**src/rtl/twd_trans_merger.sv**
```systemverilog
// twd_trans_merger
//   Completion-side partner of the 2D transfer splitter. Every accepted command
//   is queued as {sid, total bytes}. The 1D sub-transfer completions coming back
//   are accumulated against the head command. Once the accumulated byte count
//   reaches the head total, the head is retired and a one-cycle done pulse is
//   emitted carrying that command's SID.
//
// Ports
//   clk_i, rst_i          clock, asynchronous active-high reset
//   cmd_req_i             command offered; pushed when cmd_gnt_o is high
//   cmd_gnt_o             queue not full
//   cmd_sid_i, cmd_len_i  command SID and length (bytes-1)
//   beat_valid_i          one 1D sub-transfer completed
//   beat_sid_i/len_i      SID and length (bytes-1) of that sub-transfer
//   trans_done_o          registered pulse, head command complete
//   trans_done_sid_o      SID of the last completed command (held)
//   err_o                 sticky protocol error (orphan, SID mismatch, overshoot)
//   busy_o                at least one command outstanding
//   cmd_cnt_o             number of outstanding commands
//
// FSM states
//   state  | meaning
//   S_IDLE | queue empty, beats are orphans
//   S_RUN  | at least one command queued, beats accumulate against head
module twd_trans_merger #(
    parameter int TRANS_SID_WIDTH = 1,
    parameter int MCHAN_LEN_WIDTH = 16,
    parameter int CMD_QUEUE_DEPTH = 4,
    parameter int ACC_WIDTH       = MCHAN_LEN_WIDTH + 1
) (
    input  logic                           clk_i,
    input  logic                           rst_i,
    input  logic                           cmd_req_i,
    output logic                           cmd_gnt_o,
    input  logic [TRANS_SID_WIDTH-1:0]     cmd_sid_i,
    input  logic [MCHAN_LEN_WIDTH-1:0]     cmd_len_i,
    input  logic                           beat_valid_i,
    input  logic [TRANS_SID_WIDTH-1:0]     beat_sid_i,
    input  logic [MCHAN_LEN_WIDTH-1:0]     beat_len_i,
    output logic                           trans_done_o,
    output logic [TRANS_SID_WIDTH-1:0]     trans_done_sid_o,
    output logic                           err_o,
    output logic                           busy_o,
    output logic [$clog2(CMD_QUEUE_DEPTH):0] cmd_cnt_o
);
    localparam int PW = $clog2(CMD_QUEUE_DEPTH);
    localparam int NW = ACC_WIDTH + 1;

    typedef enum logic {S_IDLE = 1'b0, S_RUN = 1'b1} state_e;

    state_e                     state_q, state_d;
    logic [TRANS_SID_WIDTH-1:0] sid_mem_q [CMD_QUEUE_DEPTH];
    logic [ACC_WIDTH-1:0]       tot_mem_q [CMD_QUEUE_DEPTH];
    logic [PW:0]                wr_ptr_q, wr_ptr_d, rd_ptr_q, rd_ptr_d;
    logic [ACC_WIDTH-1:0]       acc_q, acc_d;
    logic                       done_q, done_d;
    logic [TRANS_SID_WIDTH-1:0] done_sid_q, done_sid_d;
    logic                       err_q, err_d;

    logic                       full, push, pop;
    logic [PW:0]                cnt;
    logic [NW-1:0]              nxt, head_tot;
    logic [TRANS_SID_WIDTH-1:0] head_sid;
    logic [ACC_WIDTH-1:0]       new_tot;

    // Extra pointer bit distinguishes full from empty when indices match.
    assign full     = (wr_ptr_q[PW] != rd_ptr_q[PW]) &&
                      (wr_ptr_q[PW-1:0] == rd_ptr_q[PW-1:0]);
    assign cnt      = wr_ptr_q - rd_ptr_q;
    assign head_sid = sid_mem_q[rd_ptr_q[PW-1:0]];
    assign head_tot = NW'(tot_mem_q[rd_ptr_q[PW-1:0]]);
    // Widened so that the largest beat on top of a nearly full accumulator cannot wrap.
    assign nxt      = NW'(acc_q) + NW'(beat_len_i) + NW'(1);
    assign new_tot  = ACC_WIDTH'(cmd_len_i) + ACC_WIDTH'(1);
    assign push     = cmd_req_i && !full;

    // State register
    always_ff @(posedge clk_i or posedge rst_i) begin
        if (rst_i) state_q <= S_IDLE;
        else       state_q <= state_d;
    end

    // Next-state logic
    always_comb begin
        state_d = state_q;
        case (state_q)
            S_IDLE: if (push) state_d = S_RUN;
            S_RUN:  if (pop && !push && cnt == (PW+1)'(1)) state_d = S_IDLE;
            default: state_d = S_IDLE;
        endcase
    end

    // Output / datapath control
    always_comb begin
        pop        = 1'b0;
        acc_d      = acc_q;
        err_d      = err_q;
        done_d     = 1'b0;
        done_sid_d = done_sid_q;
        wr_ptr_d   = push ? wr_ptr_q + (PW+1)'(1) : wr_ptr_q;
        rd_ptr_d   = rd_ptr_q;
        if (beat_valid_i) begin
            if (state_q == S_IDLE) begin
                err_d = 1'b1;
            end else begin
                if (beat_sid_i != head_sid) err_d = 1'b1;
                if (nxt >= head_tot) begin
                    pop        = 1'b1;
                    acc_d      = '0;
                    done_d     = 1'b1;
                    done_sid_d = head_sid;
                    rd_ptr_d   = rd_ptr_q + (PW+1)'(1);
                    if (nxt > head_tot) err_d = 1'b1;
                end else begin
                    acc_d = nxt[ACC_WIDTH-1:0];
                end
            end
        end
    end

    always_ff @(posedge clk_i or posedge rst_i) begin
        if (rst_i) begin
            wr_ptr_q   <= '0;
            rd_ptr_q   <= '0;
            acc_q      <= '0;
            done_q     <= 1'b0;
            done_sid_q <= '0;
            err_q      <= 1'b0;
            for (int i = 0; i < CMD_QUEUE_DEPTH; i++) begin
                sid_mem_q[i] <= '0;
                tot_mem_q[i] <= '0;
            end
        end else begin
            wr_ptr_q   <= wr_ptr_d;
            rd_ptr_q   <= rd_ptr_d;
            acc_q      <= acc_d;
            done_q     <= done_d;
            done_sid_q <= done_sid_d;
            err_q      <= err_d;
            if (push) begin
                sid_mem_q[wr_ptr_q[PW-1:0]] <= cmd_sid_i;
                tot_mem_q[wr_ptr_q[PW-1:0]] <= new_tot;
            end
        end
    end

    assign cmd_gnt_o        = !full;
    assign trans_done_o     = done_q;
    assign trans_done_sid_o = done_sid_q;
    assign err_o            = err_q;
    assign busy_o           = (state_q == S_RUN);
    assign cmd_cnt_o        = cnt;

endmodule

```
**config.mk**
```make
export PLATFORM = sky130hd
export DESIGN_NAME = twd_trans_merger
export DESIGN_NICKNAME = d
export VERILOG_FILES = /design/src/rtl/twd_trans_merger.sv
export SDC_FILE = /design/constraint.sdc
export NUM_CORES = 1
export LEC_CHECK = 0
export CORE_ASPECT_RATIO = 0.5
export CORE_MARGIN = 3
export CORE_UTILIZATION = 50
export DETAILED_ROUTE_END_ITERATION = 12
export GPL_ROUTABILITY_DRIVEN = 0
export HOLD_SLACK_MARGIN = 0.06
export PLACE_DENSITY = 0.7
export SLEW_MARGIN = 20
export SYNTH_ARGS = -nofsm -noshare
export SYNTH_HDL_FRONTEND = slang
export SYNTH_SLANG_ARGS = --single-unit
```
**constraint.sdc**
```tcl
create_clock -name clk_i -period 4.9 [get_ports clk_i]
set_clock_uncertainty 0.05 [all_clocks]
set_input_delay 0.98 -clock clk_i [delete_from_list [all_inputs] [get_ports clk_i]]
set_output_delay 0.98 -clock clk_i [all_outputs]
set_load 0.03 [all_outputs]
```
==> reports/metrics.cfg, run 1 <==
[status]
status = finished clean

[clock_tree]
cts_buffer_depth = 2
cts_buffers = 9
clkTransAtPathRegs_ns = 0.07
tritoncts = built
htreeDepth = 3
cts_root_buf = clkbuf_16
cts_hold_buffers = 0
clkSinkCount = 99
clk_latency_ns = 0.35

[layout]
final_cell_mix = nand2_1 (107), dfrtp_1 (99), o21ai_0 (83), clkdlybuf4s50_1 (45), ha_1 (41)
nNetsFinal = 743
seq_area_um2 = 2480
multiInputGateArea_um2 = 3120
mostFrequentLayoutCell = nand2_1
area_delta_synth_final_pct = 19.8
drive_gt1_share_pct = 14.8
n_antenna_cell = 0
n_fill_cell = 922

[logic_synthesis]
ys_seq_area_share_pct = 42.6
syn-instance-count = 595
async_flop_share_pct = 100
synth_top_flop_cell = dfrtp_1
avgSynthCellArea_um2 = 9.78
yosys_warnings = 0
synth_nets = 676
synth_area_um2 = 5820
synth-seq-cells = 99
synth_edf_count = 0
yosysUniqueCellTypes = 53

[timing]
max_freq_ghz = 0.215
fin_crit_sh_pct = 95.0
period_needed_ns = 4.66
slew_headroom_pct = 27.7
fin_setup_tns_ns = 0
grt_setup_unrepaired = false
hold_viol = 0
setup-violations-final = 0
tightest_slew_ns = 1.08
worst_slack_ns = 0.243
drv_slew = 0

[global_route]
met3_usage_pct = 4.53
grt-ovfl-total = 0
grt_max_degree = 59
grtUsageMet1_pct = 30.8
grt_util_met2_pct = 34.5
grt_pass1_vias = 4446
grt_antenna_before_repair = 0
top_usage_layer = met2
grt_pass1_wl_um = 21900
grt.total_usage_pct = 21.7

[route]
drt_iter0_markers = 350
drc = 0
wirelength_um = 13100
routed-via-count = 4491
antenna_left = 0
drt_first_pass_iters = 5
detail_route.vias_per_cell = 5.44
wl_per_cell_um = 15.9

[worst_setup_path]
crit_required_ns = 5.08
end_kind = flip-flop
crit_arrival_ns = 4.84
cp-start-kind = primary input
path_class = primary input to flip-flop
crit_fanout = 5

[die]
die-area_um2 = 13100
rows = 27
die_w_um = 159
core_um2 = 11200
start_util_pct = 52.1
fp.dieH_um = 82.3
num_io_pins = 46

[run]
drv_cap = 0

[power_and_ir_drop]
powerDensity_nw_per_um2 = 686
p_leak_nw = 3.16
vdd_drop_max_v = 0.000283

[worst_hold_path]
worst_hold_path_type = flip-flop to flip-flop

[place]
pre_cts_slack_ns = -0.176
numPortBuffers = 45
dp_hpwl_um = 9410

==> worst paths after layout <==
check / startpoint / end / cells past startpoint / slack (ns)
setup / recovery: beat_len_i[0] / rd_ptr_q[1] / 16 / 0.24
hold / removal: tot_mem_q[54] / tot_mem_q[54] / 2 / 0.43
setup reg to reg: acc_q[0] / rd_ptr_q[1] / 17 / 0.92
hold reg to reg: tot_mem_q[54] / tot_mem_q[54] / 2 / 0.43
max in group asynchronous: rst_i / tot_mem_q[30] / 3 / 3.05
min in group asynchronous: rst_i / trans_done_o / 2 / 1.06
==> power by group <==
part | internal [mW] | switching (mW)
clock network | 0.431 | 0.316
registers | 1.17 | 0.216
logic | 1.22 | 1.43
==> Yosys cell counts (10+ instances only) <==
master	n	area [µm²]
o21ai_0	83	415
mux2_2	10	113
xnor2_1	15	131
dfrtp_1	99	2480
mux4_2	18	405
nand3_1	10	50.1
clkbuf_1	17	63.8
xor2_1	17	149
nor2_1	13	48.8
nand4_1	10	62.6
inv_1	38	143
ha_1	41	513
a21oi_1	17	85.1
nand2_1	109	409
==> metrics by stage <==
| step | hold slack [ns] | power, mW | instances | util (%) | area (µm²) |
|---|---|---|---|---|---|
| floorplan | 0.395 | 3.22 | 595 | - | 5820 |
| CTS | 0.431 | 4.77 | 825 | 62.1 | 6950 |
| global placement | 0.407 | 3.91 | 809 | 59.3 | 6630 |
| finish | 0.427 | 4.79 | 826 | 62.4 | 6980 |
| detailed placement | 0.416 | 3.99 | 809 | 59.3 | 6630 |
| global route | 0.452 | 5.20 | 826 | 62.4 | 6980 |
==> sequential cells by signal (all words and copies together), names as in the netlist <==
name              count
acc_q                17
busy_o                1
err_o                 1
rd_ptr_q              3
sid_mem_q             4
tot_mem_q            68
trans_done_o          1
trans_done_sid_o      1
wr_ptr_q              3
==> what timing repair did <==
item,4_1_cts,5_1_grt
resized for setup,0,4
setup buffers,0,1
endpoints found under the setup margin,0,16
endpoints found under the hold margin,0,0
==> final cells by class <==
cell class,instances,area share (%)
clock buffer,11,3.62
tap,159,2.85
multi-input combinational,435,44.7
timing repair buffer,79,10.3
clock inverter,5,0.968
sequential,99,35.5
inverter,38,2.08
==> worst max-delay path: stages <==
cell and delay, ns:
clkdlybuf4s50_1 0.45, inv_1 0.04, ha_1 0.20, buf_4 0.13
nor2b_1 0.19, o31ai_1 0.11, a211o_1 0.32, a31o_1 0.23
a311o_1 0.37, ha_1 0.34, a21o_1 0.19, a21oi_1 0.14
o211ai_1 0.14, a2111o_1 0.45, o21ai_2 0.21, mux2_2 0.35
==> logic make-up (layout without fill, tap and decap cells) <==
family | after synthesis | count (layout) | share of synthesized area, %
AO/OA/AOI/OAI | 156 | 156 | 16.5
AND/OR/NAND/NOR | 176 | 176 | 13.4
adder cells (fa/ha/maj) | 43 | 43 | 9.50
buffers and inverters | 61 | 133 | 4.28
multiplexers | 28 | 28 | 8.90
XOR/XNOR | 32 | 32 | 4.81
flip-flops | 99 | 99 | 42.6
==> routing by layer <==
metal  up-vias  part of all wire [%]  routed length (µm)
met4         0                   1.0                 131
met3        11                   4.0                 523
li1       2229                     -                   -
met1      2175                    50                6570
met2        76                    45                5910
met5         -                     0                   0
No activity file was read; power rests on OpenSTA's default activity.
==> inputs of run 2 (changes only) <==
--- a/config.mk
+++ b/config.mk
@@ -7,11 +7,12 @@
 export LEC_CHECK = 0
 export CORE_ASPECT_RATIO = 0.5
 export CORE_MARGIN = 3
-export CORE_UTILIZATION = 50
+export CORE_UTILIZATION = 30
+export CTS_CLUSTER_SIZE = 14
 export DETAILED_ROUTE_END_ITERATION = 12
 export GPL_ROUTABILITY_DRIVEN = 0
+export GPL_TIMING_DRIVEN = 1
 export HOLD_SLACK_MARGIN = 0.06
-export PLACE_DENSITY = 0.7
 export SLEW_MARGIN = 20
 export SYNTH_ARGS = -nofsm -noshare
 export SYNTH_HDL_FRONTEND = slang
==> reports/metrics.cfg, run 2 (synthesis gave the netlist of run 1 again) <==
[route]
antenna_left = 0
drt_first_pass_iters = 5
drt_iter0_markers = 187
drc = 0
routed-via-count = 4471
wirelength_um = 13600
detail_route.vias_per_cell = 4.78
wl_per_cell_um = 14.5

[worst_setup_path]
end_kind = flip-flop
crit_end = trans_done_sid_o
reg2reg_depth = 17
path_class = primary input to flip-flop
rrSetupSlack_ns = 0.93
crit_buf_inv = 3
crit_arrival_ns = 4.81
crit_start = beat_len_i[0]
r2r-start = acc_q[0]
cp.depth = 18
crit_fanout = 5
cp_slowest_cell = a2111o_1
crit_required_ns = 5.08
cp-start-kind = primary input
slowest_delay_ns = 0.49
timing.rr.end = trans_done_sid_o
crit_family = compound AO/OA/AOI/OAI gates
worstPathCellList = clkdlybuf4s50_1, inv_1, ha_2, inv_1, fa_2, a21o_1, nand4_1, a21o_1, a31oi_2, or3_4, xnor2_2, ha_1, nand4_1, nor2_2, and4_1, a2111o_1, o21ai_2, mux2_2

[clock_tree]
clkSinkCount = 99
cts_buffer_depth = 2
cts_root_buf = clkbuf_16
cts_hold_buffers = 0
clkTransAtPathRegs_ns = 0.06
tritoncts = built
clk_latency_ns = 0.34
cts_buffers = 9
htreeDepth = 3

[timing]
drv_slew = 0
fin_crit_sh_pct = 94.6
whs_ns = 0.430
tightest_slew_ns = 0.931
fin_setup_tns_ns = 0
setup-violations-final = 0
period_needed_ns = 4.64
grt_setup_unrepaired = false
hold_viol = 0
max_freq_ghz = 0.216
slew_headroom_pct = 37.9

[die]
core_um2 = 18700
die_w_um = 203
rows = 35
start_util_pct = 31.1
die-area_um2 = 21200
num_io_pins = 46
fp.dieH_um = 105

[global_route]
grt-ovfl-total = 0
grt_pass1_wl_um = 23400
grt_pass1_vias = 4640
grt_antenna_before_repair = 0
grt_max_degree = 77
grt.total_usage_pct = 13.5

[layout]
area_delta_synth_final_pct = 23.2
nNetsFinal = 753
mostFrequentLayoutCell = nand2_1
multiInputGateArea_um2 = 3140
post-route-util_pct = 38.4
largest_reg_flops = 68
n_fill_cell = 1886
top_regs = tot_mem_q: 68 flops, acc_q: 17 flops, sid_mem_q: 4 flops
seq_area_um2 = 2480
regMostFlops = tot_mem_q
drive_gt1_share_pct = 16.5
final_cell_mix = nand2_1 (108), dfrtp_1 (99), o21ai_0 (83), clkdlybuf4s50_1 (45), buf_4 (44)
n_antenna_cell = 0

[power_and_ir_drop]
p_leak_nw = 3.20
switching_power_mw = 1.96
vdd_drop_max_v = 0.000219
p_comb_share_pct = 56.6
clockPowerShare_pct = 15.0
swShare_pct = 40.6
internal_power_mw = 2.87
seq_power_share_pct = 28.5
powerDensity_nw_per_um2 = 674

[worst_hold_path]
worstHoldStart = tot_mem_q[49]
worst_hold_path_type = flip-flop to flip-flop

[place]
numPortBuffers = 45
dp_hpwl_um = 10100

[run]
drv_cap = 0

[status]
status = finished clean

-- run 2: cell types whose count changed in the layout (fill, tap and decap cells not counted), sizes merged --
cell    change
buf        +10
clkbuf      +1
clkinv      -1
-- run 2: power by group through the flow --
stage | registers, mW | logic (mW) | clock network (mW)
6_report | 1.38 | 2.74 | 0.725
5_1_grt | 1.42 | 3.10 | 0.774
4_1_cts | 1.38 | 2.72 | 0.744
3_5_place_dp | 1.39 | 2.70 | 0
3_3_place_gp | 1.37 | 2.64 | 0
2_1_floorplan | 1.33 | 1.89 | 0
-- run 2: area by class of cell --
type                    instances  share of cell area [%]
multi-input cells             435                    43.8
flip-flops and latches         99                    34.5
repair buffers                 89                    10.9
well taps                     259                    4.52
clock buffers                  12                    3.44
inverters                      38                    2.02
clock inverters                 4                   0.785
-- run 2: worst min path at each step --
stage / endpoint / slack [ns] / depth (start not counted)
after global placement: tot_mem_q[67] / 0.41 / 2
after CTS: tot_mem_q[23] / 0.43 / 2
after global routing: tot_mem_q[53] / 0.45 / 2
final: tot_mem_q[49] / 0.43 / 2
after detailed placement: tot_mem_q[23] / 0.42 / 2
after floorplan: tot_mem_q[17] / 0.39 / 2
-- run 2: timing repair --
action | CTS | global route
resized for setup | 0 | 10
endpoints found under the setup margin | 0 | 21
buffers inserted | 0 | 1
-- run 2: stage by stage --
step | instance area [µm²] | power (mW) | instances | setup slack [ns]
5_1_grt | 7170 | 5.29 | 936 | 0.00735
3_5_place_dp | 6820 | 4.09 | 919 | -0.244
6_report | 7170 | 4.84 | 936 | 0.263
4_1_cts | 7120 | 4.84 | 935 | 0.107
2_1_floorplan | 5820 | 3.22 | 595 | 0.377
3_3_place_gp | 6820 | 4.02 | 919 | -0.163
-- run 2: per-layer routing --
layer  vias to the layer above  wire [µm]  track usage [%]
li1                       2255          -                -
met1                      2148       6550             18.5
met2                        62       6340             22.0
met3                         6        595             3.19
met4                         0        109             2.45
met5                         -          0                0
-- run 2: worst register-to-register path, cell delays in order, from the launching register on --
cell	delay, ns
dfrtp_1	0.38
inv_1	0.06
ha_2	0.17
inv_1	0.05
fa_2	0.35
a21o_1	0.18
nand4_1	0.10
a21o_1	0.16
a31oi_2	0.11
or3_4	0.43
xnor2_2	0.14
ha_1	0.29
nand4_1	0.11
nor2_2	0.06
and4_1	0.20
a2111o_1	0.49
o21ai_2	0.20
mux2_2	0.35
